File: src/rtl/mouse_pkg.sv
// ============================================================================
// Module   : mouse_pkg
// Brief    : Shared types and constants for the PS/2 mouse packet decoder.
// Revision : 1.0 - initial release
// ============================================================================
`default_nettype none

package mouse_pkg;

    typedef enum logic [1:0] {
        B0 = 2'd0,
        B1 = 2'd1,
        B2 = 2'd2
    } state_t;

    // Bit positions inside the first byte of a movement packet
    localparam int BTN_L = 0;
    localparam int SYNC  = 3;
    localparam int XS    = 4;
    localparam int YS    = 5;
    localparam int XOV   = 6;
    localparam int YOV   = 7;

    localparam logic [11:0] XMAX_DEF = 12'd1023;
    localparam logic [11:0] YMAX_DEF = 12'd767;

    typedef struct packed {
        logic yov;
        logic xov;
        logic ys;
        logic xs;
        logic btn_l;
    } b0_flags_t;

endpackage

`default_nettype wire

File: src/rtl/mouse_axis_acc.sv
// ============================================================================
// Module   : mouse_axis_acc
// Brief    : Clamped absolute-position accumulator for one mouse axis.
// Revision : 1.0 - initial release
// ============================================================================
`default_nettype none

module mouse_axis_acc (
    input  logic        clk,
    input  logic        rst,
    input  logic        en,
    input  logic [8:0]  delta,
    input  logic        neg,
    input  logic [11:0] max,
    input  logic [11:0] init,
    output logic [11:0] pos
);

    logic signed [13:0] w_delta;
    logic signed [13:0] w_step;
    logic signed [13:0] w_sum;
    logic        [11:0] w_next;

    // 14 bits hold 4095 + 256 and -256 without wrapping
    assign w_delta = {{5{delta[8]}}, delta};
    assign w_step  = neg ? -w_delta : w_delta;
    assign w_sum   = $signed({2'b00, pos}) + w_step;

    always_comb begin
        w_next = w_sum[11:0];
        if (w_sum < 14'sd0) begin
            w_next = 12'd0;
        end else if (w_sum > $signed({2'b00, max})) begin
            w_next = max;
        end
    end

    always_ff @(posedge clk) begin
        if (!rst) begin
            pos <= init;
        end else if (en) begin
            pos <= w_next;
        end
    end

endmodule

`default_nettype wire

File: src/rtl/mouse_packet_decoder.sv
// ============================================================================
// Module   : mouse_packet_decoder
// Brief    : Assembles 3-byte PS/2 mouse packets into clamped xpos/ypos/button.
// Revision : 1.0 - initial release
// ============================================================================
`default_nettype none

module mouse_packet_decoder
    import mouse_pkg::*;
#(
    parameter logic [11:0] XMAX        = XMAX_DEF,
    parameter logic [11:0] YMAX        = YMAX_DEF,
    parameter logic [11:0] XPOS_INIT   = 12'd512,
    parameter logic [11:0] YPOS_INIT   = 12'd384,
    parameter int          TIMEOUT_CYC = 130000
) (
    input  logic        clk,
    input  logic        rst,
    input  logic [7:0]  rx_data,
    input  logic        rx_valid,
    input  logic        rx_err,
    output logic [11:0] xpos,
    output logic [11:0] ypos,
    output logic        mouse_left,
    output logic        pkt_valid,
    output logic        sync_err
);

    localparam int                  c_CNT_W   = $clog2(TIMEOUT_CYC + 1);
    localparam logic [c_CNT_W-1:0]  c_TIMEOUT = c_CNT_W'(TIMEOUT_CYC);

    state_t             r_state;
    state_t             w_state_nxt;
    state_t             w_eff_state;
    b0_flags_t          r_b0;
    logic [7:0]         r_b1;
    logic [c_CNT_W-1:0] r_idle;
    logic               r_pkt_valid;
    logic               r_sync_err;
    logic               r_left;

    logic               w_timeout;
    logic               w_good;
    logic               w_latch0;
    logic               w_latch1;
    logic               w_apply;
    logic               w_sync;

    // A byte arriving on the timeout cycle is treated as a fresh first byte
    assign w_timeout   = (r_state != B0) && (r_idle >= c_TIMEOUT);
    assign w_eff_state = w_timeout ? B0 : r_state;
    assign w_good      = rx_valid && !rx_err;

    always_ff @(posedge clk) begin
        if (!rst) begin
            r_state <= B0;
        end else begin
            r_state <= w_state_nxt;
        end
    end

    always_comb begin
        w_state_nxt = w_eff_state;
        if (rx_valid) begin
            if (rx_err) begin
                w_state_nxt = B0;
            end else begin
                case (w_eff_state)
                    B0:      w_state_nxt = rx_data[SYNC] ? B1 : B0;
                    B1:      w_state_nxt = B2;
                    default: w_state_nxt = B0;
                endcase
            end
        end
    end

    always_comb begin
        w_latch0 = w_good && (w_eff_state == B0) && rx_data[SYNC];
        w_latch1 = w_good && (w_eff_state == B1);
        w_apply  = w_good && (w_eff_state == B2);
        w_sync   = w_timeout
                 || (rx_valid && rx_err)
                 || (w_good && (w_eff_state == B0) && !rx_data[SYNC]);
    end

    always_ff @(posedge clk) begin
        if (!rst) begin
            r_b0        <= '0;
            r_b1        <= 8'd0;
            r_idle      <= '0;
            r_pkt_valid <= 1'b0;
            r_sync_err  <= 1'b0;
            r_left      <= 1'b0;
        end else begin
            if (w_latch0) begin
                r_b0 <= '{yov:   rx_data[YOV],
                          xov:   rx_data[XOV],
                          ys:    rx_data[YS],
                          xs:    rx_data[XS],
                          btn_l: rx_data[BTN_L]};
            end
            if (w_latch1) begin
                r_b1 <= rx_data;
            end
            if (rx_valid || w_timeout || (r_state == B0)) begin
                r_idle <= '0;
            end else begin
                r_idle <= r_idle + c_CNT_W'(1);
            end
            if (w_apply) begin
                r_left <= r_b0.btn_l;
            end
            r_pkt_valid <= w_apply;
            r_sync_err  <= w_sync;
        end
    end

    // Third byte feeds the y accumulator directly, so it needs no latch
    mouse_axis_acc u_acc_x (
        .clk   (clk),
        .rst   (rst),
        .en    (w_apply && !r_b0.xov),
        .delta ({r_b0.xs, r_b1}),
        .neg   (1'b0),
        .max   (XMAX),
        .init  (XPOS_INIT),
        .pos   (xpos)
    );

    mouse_axis_acc u_acc_y (
        .clk   (clk),
        .rst   (rst),
        .en    (w_apply && !r_b0.yov),
        .delta ({r_b0.ys, rx_data}),
        .neg   (1'b1),
        .max   (YMAX),
        .init  (YPOS_INIT),
        .pos   (ypos)
    );

    assign mouse_left = r_left;
    assign pkt_valid  = r_pkt_valid;
    assign sync_err   = r_sync_err;

endmodule

`default_nettype wire

File: config.mk
export PLATFORM = sky130hd
export DESIGN_NAME = mouse_packet_decoder
export DESIGN_NICKNAME = d
export VERILOG_FILES = /design/src/rtl/mouse_pkg.sv /design/src/rtl/mouse_axis_acc.sv /design/src/rtl/mouse_packet_decoder.sv
export SDC_FILE = /design/constraint.sdc
export NUM_CORES = 1
export LEC_CHECK = 0
export ABC_AREA = 1
export CAP_MARGIN = 20
export CORE_MARGIN = 2
export CORE_UTILIZATION = 58
export CTS_BUF_LIST = sky130_fd_sc_hd__clkbuf_4 sky130_fd_sc_hd__clkbuf_8 sky130_fd_sc_hd__clkbuf_16
export CTS_CLUSTER_SIZE = 10
export DETAILED_ROUTE_END_ITERATION = 10
export DONT_BUFFER_PORTS = 1
export PLACE_DENSITY = 0.81
export SETUP_SLACK_MARGIN = 0.02
export SYNTH_ARGS = -nofsm -noshare
export SYNTH_HDL_FRONTEND = slang
export SYNTH_SLANG_ARGS = --single-unit
File: constraint.sdc
create_clock -name clk -period 2 [get_ports clk]
set_input_delay 0.2 -clock clk [delete_from_list [all_inputs] [get_ports clk]]
set_output_delay 0.2 -clock clk [all_outputs]
set_load 0.03 [all_outputs]
; ---- After elaboration in Yosys (flattened, before gate mapping)
; Index checks and enable logic that the tools add are counted.
[classes]
n_lt_le_gt_ge = 5
n_eq_ne = 2
bitwise = 1
n_mux = 9
n_addsub = 4
reduce_logical = 22
[ops]
columns = op, count
row1 = $mux 12, 4
row2 = $gt 14x11->1 const B, 2
row3 = $lt 14x1->1 const B, 2
row4 = $add 17x1->17 const B, 1
row5 = $ge 17x17->1 const B, 1
row6 = $add 13x14->14, 1
row7 = $add 13x9->14, 1
row8 = $neg 9->14, 1
row9 = $logic_and 1x1->1, 10
row10 = $mux 2, 3
row11 = $logic_not 1->1, 4
row12 = $logic_not 2->1, 2
row13 = $logic_or 1x1->1, 4
row14 = $pmux 2 s2, 1
row15 = $eq 2x1->1 const B, 1
row16 = $eq 2x2->1 const B, 1
row17 = $reduce_bool 2->1, 1
row18 = $reduce_or 2->1, 1
row19 = $mux 1, 1
row20 = $not 1->1, 1
[totals]
regBits = 59
out_inout_bits = 27
in_bits = 12
word_cells = 56

; ---- Logic depth before layout (Yosys ltp)
[depth]
word_depth = 7
mapped_depth = 16
ltp_nobuf = 16

; ---- Hierarchy
; From an unflattened synthesis, not the netlist that was laid out.
[unflattened]
cells_unflattened = 812
area_unflattened_um2 = 5600.4
[modules_own_cells]
columns = module, seq_area_each_um2, instances, cells_each, area_per_inst_um2
row1 = mouse_axis_acc (u_acc_x), 360.3, 1, 300, 1960.6
row2 = mouse_axis_acc (u_acc_y), 360.3, 1, 288, 1928.1
row3 = mouse_packet_decoder, 700.7, 1, 224, 1711.6

; ---- Worst setup path before layout
; Ideal clock, no wire load.
[synth_timing]
path_type = flip-flop to flip-flop
start = reg u_acc_y.pos[0]
end = reg u_acc_y.pos[0]
arrival_ps = 2119
path_stages_with_launch = 17
required_ps = 1930
setup_slack_ps = -189
path_buffers = 0
setup_time_ps = 70
period_less_slack_ps = 2189
cell_sequence = dfxtp_1 > inv_1 > ha_1 > fa_1 > inv_1 > nand2_1 > nand2_1 > nand3_1 > nand2_1 > nand2_1 > nand2_1 > nand3_1 > nand3_1 > nand2_4 > nand3_1 > nand2_1 > a21oi_2
[synth_via]
elab_chain_cells = 4
word_cells_on_any_way = 5
cone_classes = add/sub (1) / order compare (2) / mux (2)
[synth_rtl]
columns = item, line_no
row1 = start: declaration, mouse_axis_acc.sv:16  ; output logic [11:0] pos
row2 = start signal: assignment, mouse_axis_acc.sv:40  ; pos <= init;
row3 = start signal: assignment, mouse_axis_acc.sv:42  ; pos <= w_next;
row4 = $add 13x14->14 (*), mouse_axis_acc.sv:27  ; assign w_sum = $signed({2'b00, pos}) + w_step;
row5 = $gt 14x11->1, mouse_axis_acc.sv:33  ; end else if (w_sum > $signed({2'b00, max})) begin
row6 = $mux 12, mouse_axis_acc.sv:33
row7 = $mux 12 (*), mouse_axis_acc.sv:31  ; if (w_sum < 14'sd0) begin
; Mark *: on every way between the ends. The rest lies on a longest branch, timed or not.
; A chain may end at the register's enable or synchronous reset.

; ---- Worst setup path after layout
[layout_timing]
start = reg u_acc_y.pos[7]
end = reg u_acc_y.pos[0]
; The elaborated chain is that of the path after synthesis.

==> run_results.csv <==
group,metric,value,unit
sta,clock.fmax,0.4510,GHz
pwr,pwr-share-seq,42.5,%
sta,worst_pin_slew,0.5470,ns
die,initial_core_util,59.35,%
yosys,postSynth.asyncResetShare,0,%
cts,clockRootBuffer,"clkbuf_8",
yosys,synth.net_count,630,
status,violations,"hold timing, setup timing",
detailed_routing,drc_errors,0,
die,dieArea,7595,µm²
yosys,synth_edf_count,0,
layout,area_growth_syn_to_layout,33.48,%
pwr,p_per_area,527.4,nW/µm²
layout,finalNonFillerCells,740,
global_routing,grt_pass1_wl,17.65,mm
yosys,yosysUniqueCellTypes,41,
yosys,mappedNetlistArea,4010,µm²
detailed_routing,firstDrtPassIters,7,
setup_path,criticalPathCategory,"reg -> reg",
layout,fillers,408,
setup_path,cpPeakStageDelay,0.38,ns
cts,htree_levels,3,
pwr,p_switching,868.5,µW
die,die_w,87.15,µm
placed_design,port_buffers,0,
cts,numCtsBuffers,9,
cts,clock_latency,0.35,ns
flow_run,maxCapViolations,0,
yosys,syn_inst,588,
yosys,yosysTopAreaCellShare,29.45,%
setup_path,cp_data_arrival_time,2.49,ns
placed_design,dpl.cell_count,705,
global_routing,grt_max_degree,30,
status,outcome,"finished with violations",
sta,hold_ws,-0.01930,ns
sta,skew,0.006723,ns
worst_hold_path,hp-class,"in -> reg",
setup_path,path_cells,"ha_2 -> nand2_1 -> inv_1 -> a21oi_1 -> nand3_1 -> nand2_2 -> nand3_2 -> nand3_4 -> nand2_4 -> nand3_2 -> nand2_1 -> a21oi_2",
yosys,synth_flop_cell,"dfxtp_1",
sta,rsz0062_at_grt,"true",
cts,cts_tree,"yes",
placed_design,pre_cts_ws,-0.1110,ns
die,dieHeight,87.15,µm
pwr,vdd.ir_drop.worst,0.0003509,V
cts,clock-sinks,59,
detailed_routing,avgRoutedWirePerCell,18.11,µm
pwr,switching_share,30.76,%
pwr,finalPower,2.823,mW
layout,final_cell_mix,"nand2_1 (120), inv_1 (74), buf_4 (57)",
global_routing,track_usage,29.14,%
global_routing,grt_antenna_before_repair,0,
detailed_routing,finalWirelength,13.40,mm
die,core_area,6756,µm²
sta,min_period,2.217,ns
layout,drive_above_1_share,34.24,%
setup_path,cp_slowest_cell,"a21oi_1",
layout,final_common_cell,"nand2_1",
global_routing,first_global_vias,3945,
sta,finalWorstSetupSlack,-0.2171,ns
setup_path,cp_max_fo,5,
pwr,combPwrFrac,17.4,%
die,row_count,30,
yosys,synthTopCellsByArea,"dfxtp_1 (29%), nand2_1 (14%), ha_1 (8.7%)",
sta,final_hold_viol_count,1,
setup_path,startpoint_type,"flop",
sta,setup_viol,12,
detailed_routing,viasPerCell,6.031,
sta,final-max-slew-violation-count,0,
global_routing,gr-total-overflow,0,
yosys,synth_seq_area_share,29.45,%
pwr,power.internal,1.955,mW
layout,nets,697,
setup_path,cp-end-kind,"flop",
placed_design,gp_congestion,0.9704,
sta,min_period_over_period,110.9,%
layout,antenna_cells,0,
cts,cts.clk_slew.worst_paths,0.08,ns
detailed_routing,ant_nets,0,
placed_design,dp_hpwl,7.750,mm
yosys,yosysWarningCount,0,
die,ios,39,
detailed_routing,initialDrtViolationCount,390,
yosys,post-synth-top-area-cell,"dfxtp_1",
yosys,ys_ff_latch,59,
detailed_routing,dr_total_vias,4463,
cts,cts_buffer_depth,2,
pwr,pwr-share-clk,40.1,%
pwr,p_leak,2.211,nW
setup_path,crit_required,2.27,ns
yosys,avgSynthCellArea,6.820,µm²
sta,maxSlewHeadroom,63.48,%
[what timing repair did]
item,4_1_cts,5_1_grt
setup endpoints to repair,20,22
hold buffers,3,1
setup buffers,2,9
gates cloned,1,3
gates resized for setup,27,108
pin swaps,9,33
endpoints found under the hold margin,6,1
[layer usage]
layer	vias to the layer above	GRT usage (%)	wire [µm]
met5	-	0	0
met4	0	11.33	609
met3	69	5.308	1049
met2	262	50.03	6615
met1	2082	36.10	5128
li1	2050	-	-
[power by group through the flow]
stage,combinational [mW],sequential (mW),clock [mW]
floorplan,0.256,1.22,0
global placement,0.326,1.22,0
detailed placement,0.335,1.22,0
CTS,0.397,1.20,1.11
global route,0.523,1.20,1.19
finish,0.492,1.20,1.13
[synthesized netlist by cell type, types with 2 or more instances]
library cell	n
nor3b_1	3
a21oi_1	43
nor3_2	2
fa_1	2
nor2_1	52
clkbuf_1	4
buf_4	2
nor3_1	11
nand2_2	7
inv_2	5
dfxtp_1	59
a31oi_1	3
nor2_2	2
xnor2_1	7
xor2_1	11
buf_2	2
ha_1	28
or2_2	2
nand3_1	43
o21ai_1	3
nand3b_1	3
o21ai_0	24
nand4_1	15
nor2_4	3
a21oi_2	9
nand3_2	4
inv_1	79
o21bai_1	3
nand2_1	145
[registers in the layout, summed over array words and instances (netlist names)]
name,flops
pkt_valid,1
mouse_left,1
r_b1,8
r_b0,5
r_idle,17
r_state,2
u_acc_y.pos,12
u_acc_x.pos,12
sync_err,1
[logic make-up (layout without fill, tap and decap cells)]
logic type	after synthesis	in the layout	share of synthesized area, %
buf+inv	94	164	9.360
fa+ha+maj	30	30	9.735
xor+xnor	19	19	4.337
simple gates	298	300	34.35
flops	59	59	29.45
compound gates	88	88	12.76
[critical path, delay by kind of cell (launching register included)]
kind | cells | cell delay (ns)
and+or+nand+nor | 8 | 0.93
AOI/OAI and AO/OA | 2 | 0.50
DFF | 1 | 0.34
adders and majority gates | 1 | 0.31
buffers and inverters | 1 | 0.08
[layout make-up]
type / instances / area (µm²) / area share (%)
Clock buffer: 10 / 131.4 / 2.454
Timing Repair inverter: 2 / 12.51 / 0.2338
Clock inverter: 6 / 65.06 / 1.216
Multi-Input combinational cell: 437 / 3020 / 56.43
Sequential cell: 59 / 1214 / 22.67
Inverter: 85 / 341.6 / 6.381
Timing Repair Buffer: 61 / 467.9 / 8.742
Tap cell: 80 / 100.1 / 1.870
[stage by stage]
step / hold slack [ns] / instance area [µm²] / util [%] / TNS [ns]
4_1_cts: 0.002537 / 4810 / 71.19 / -0.2415
3_5_place_dp: 0.2930 / 4423 / 65.46 / -1.544
5_1_grt: -0.002756 / 5353 / 79.22 / -2.876
6_report: -0.01930 / 5353 / 79.22 / -1.798
3_3_place_gp: 0.2908 / 4423 / 65.46 / -0.5471
2_1_floorplan: 0.3349 / 4029 / - / 0
[worst paths after layout]
kind                                     from                     endpoint  slack, ns  cells after the start
setup reg to reg  u_acc_y.pos[7]$_SDFFE_PN1P_  u_acc_y.pos[0]$_SDFFE_PN0P_      -0.22                     12
hold / removal                            rst         r_b1[2]$_SDFFE_PN0P_      -0.02                      2
setup / recovery  u_acc_y.pos[7]$_SDFFE_PN1P_  u_acc_y.pos[0]$_SDFFE_PN0P_      -0.22                     12
hold reg to reg          r_idle[0]$_SDFF_PP0_         r_idle[0]$_SDFF_PP0_       0.47                      1
Note: power is estimated with default switching activity, not from simulation.
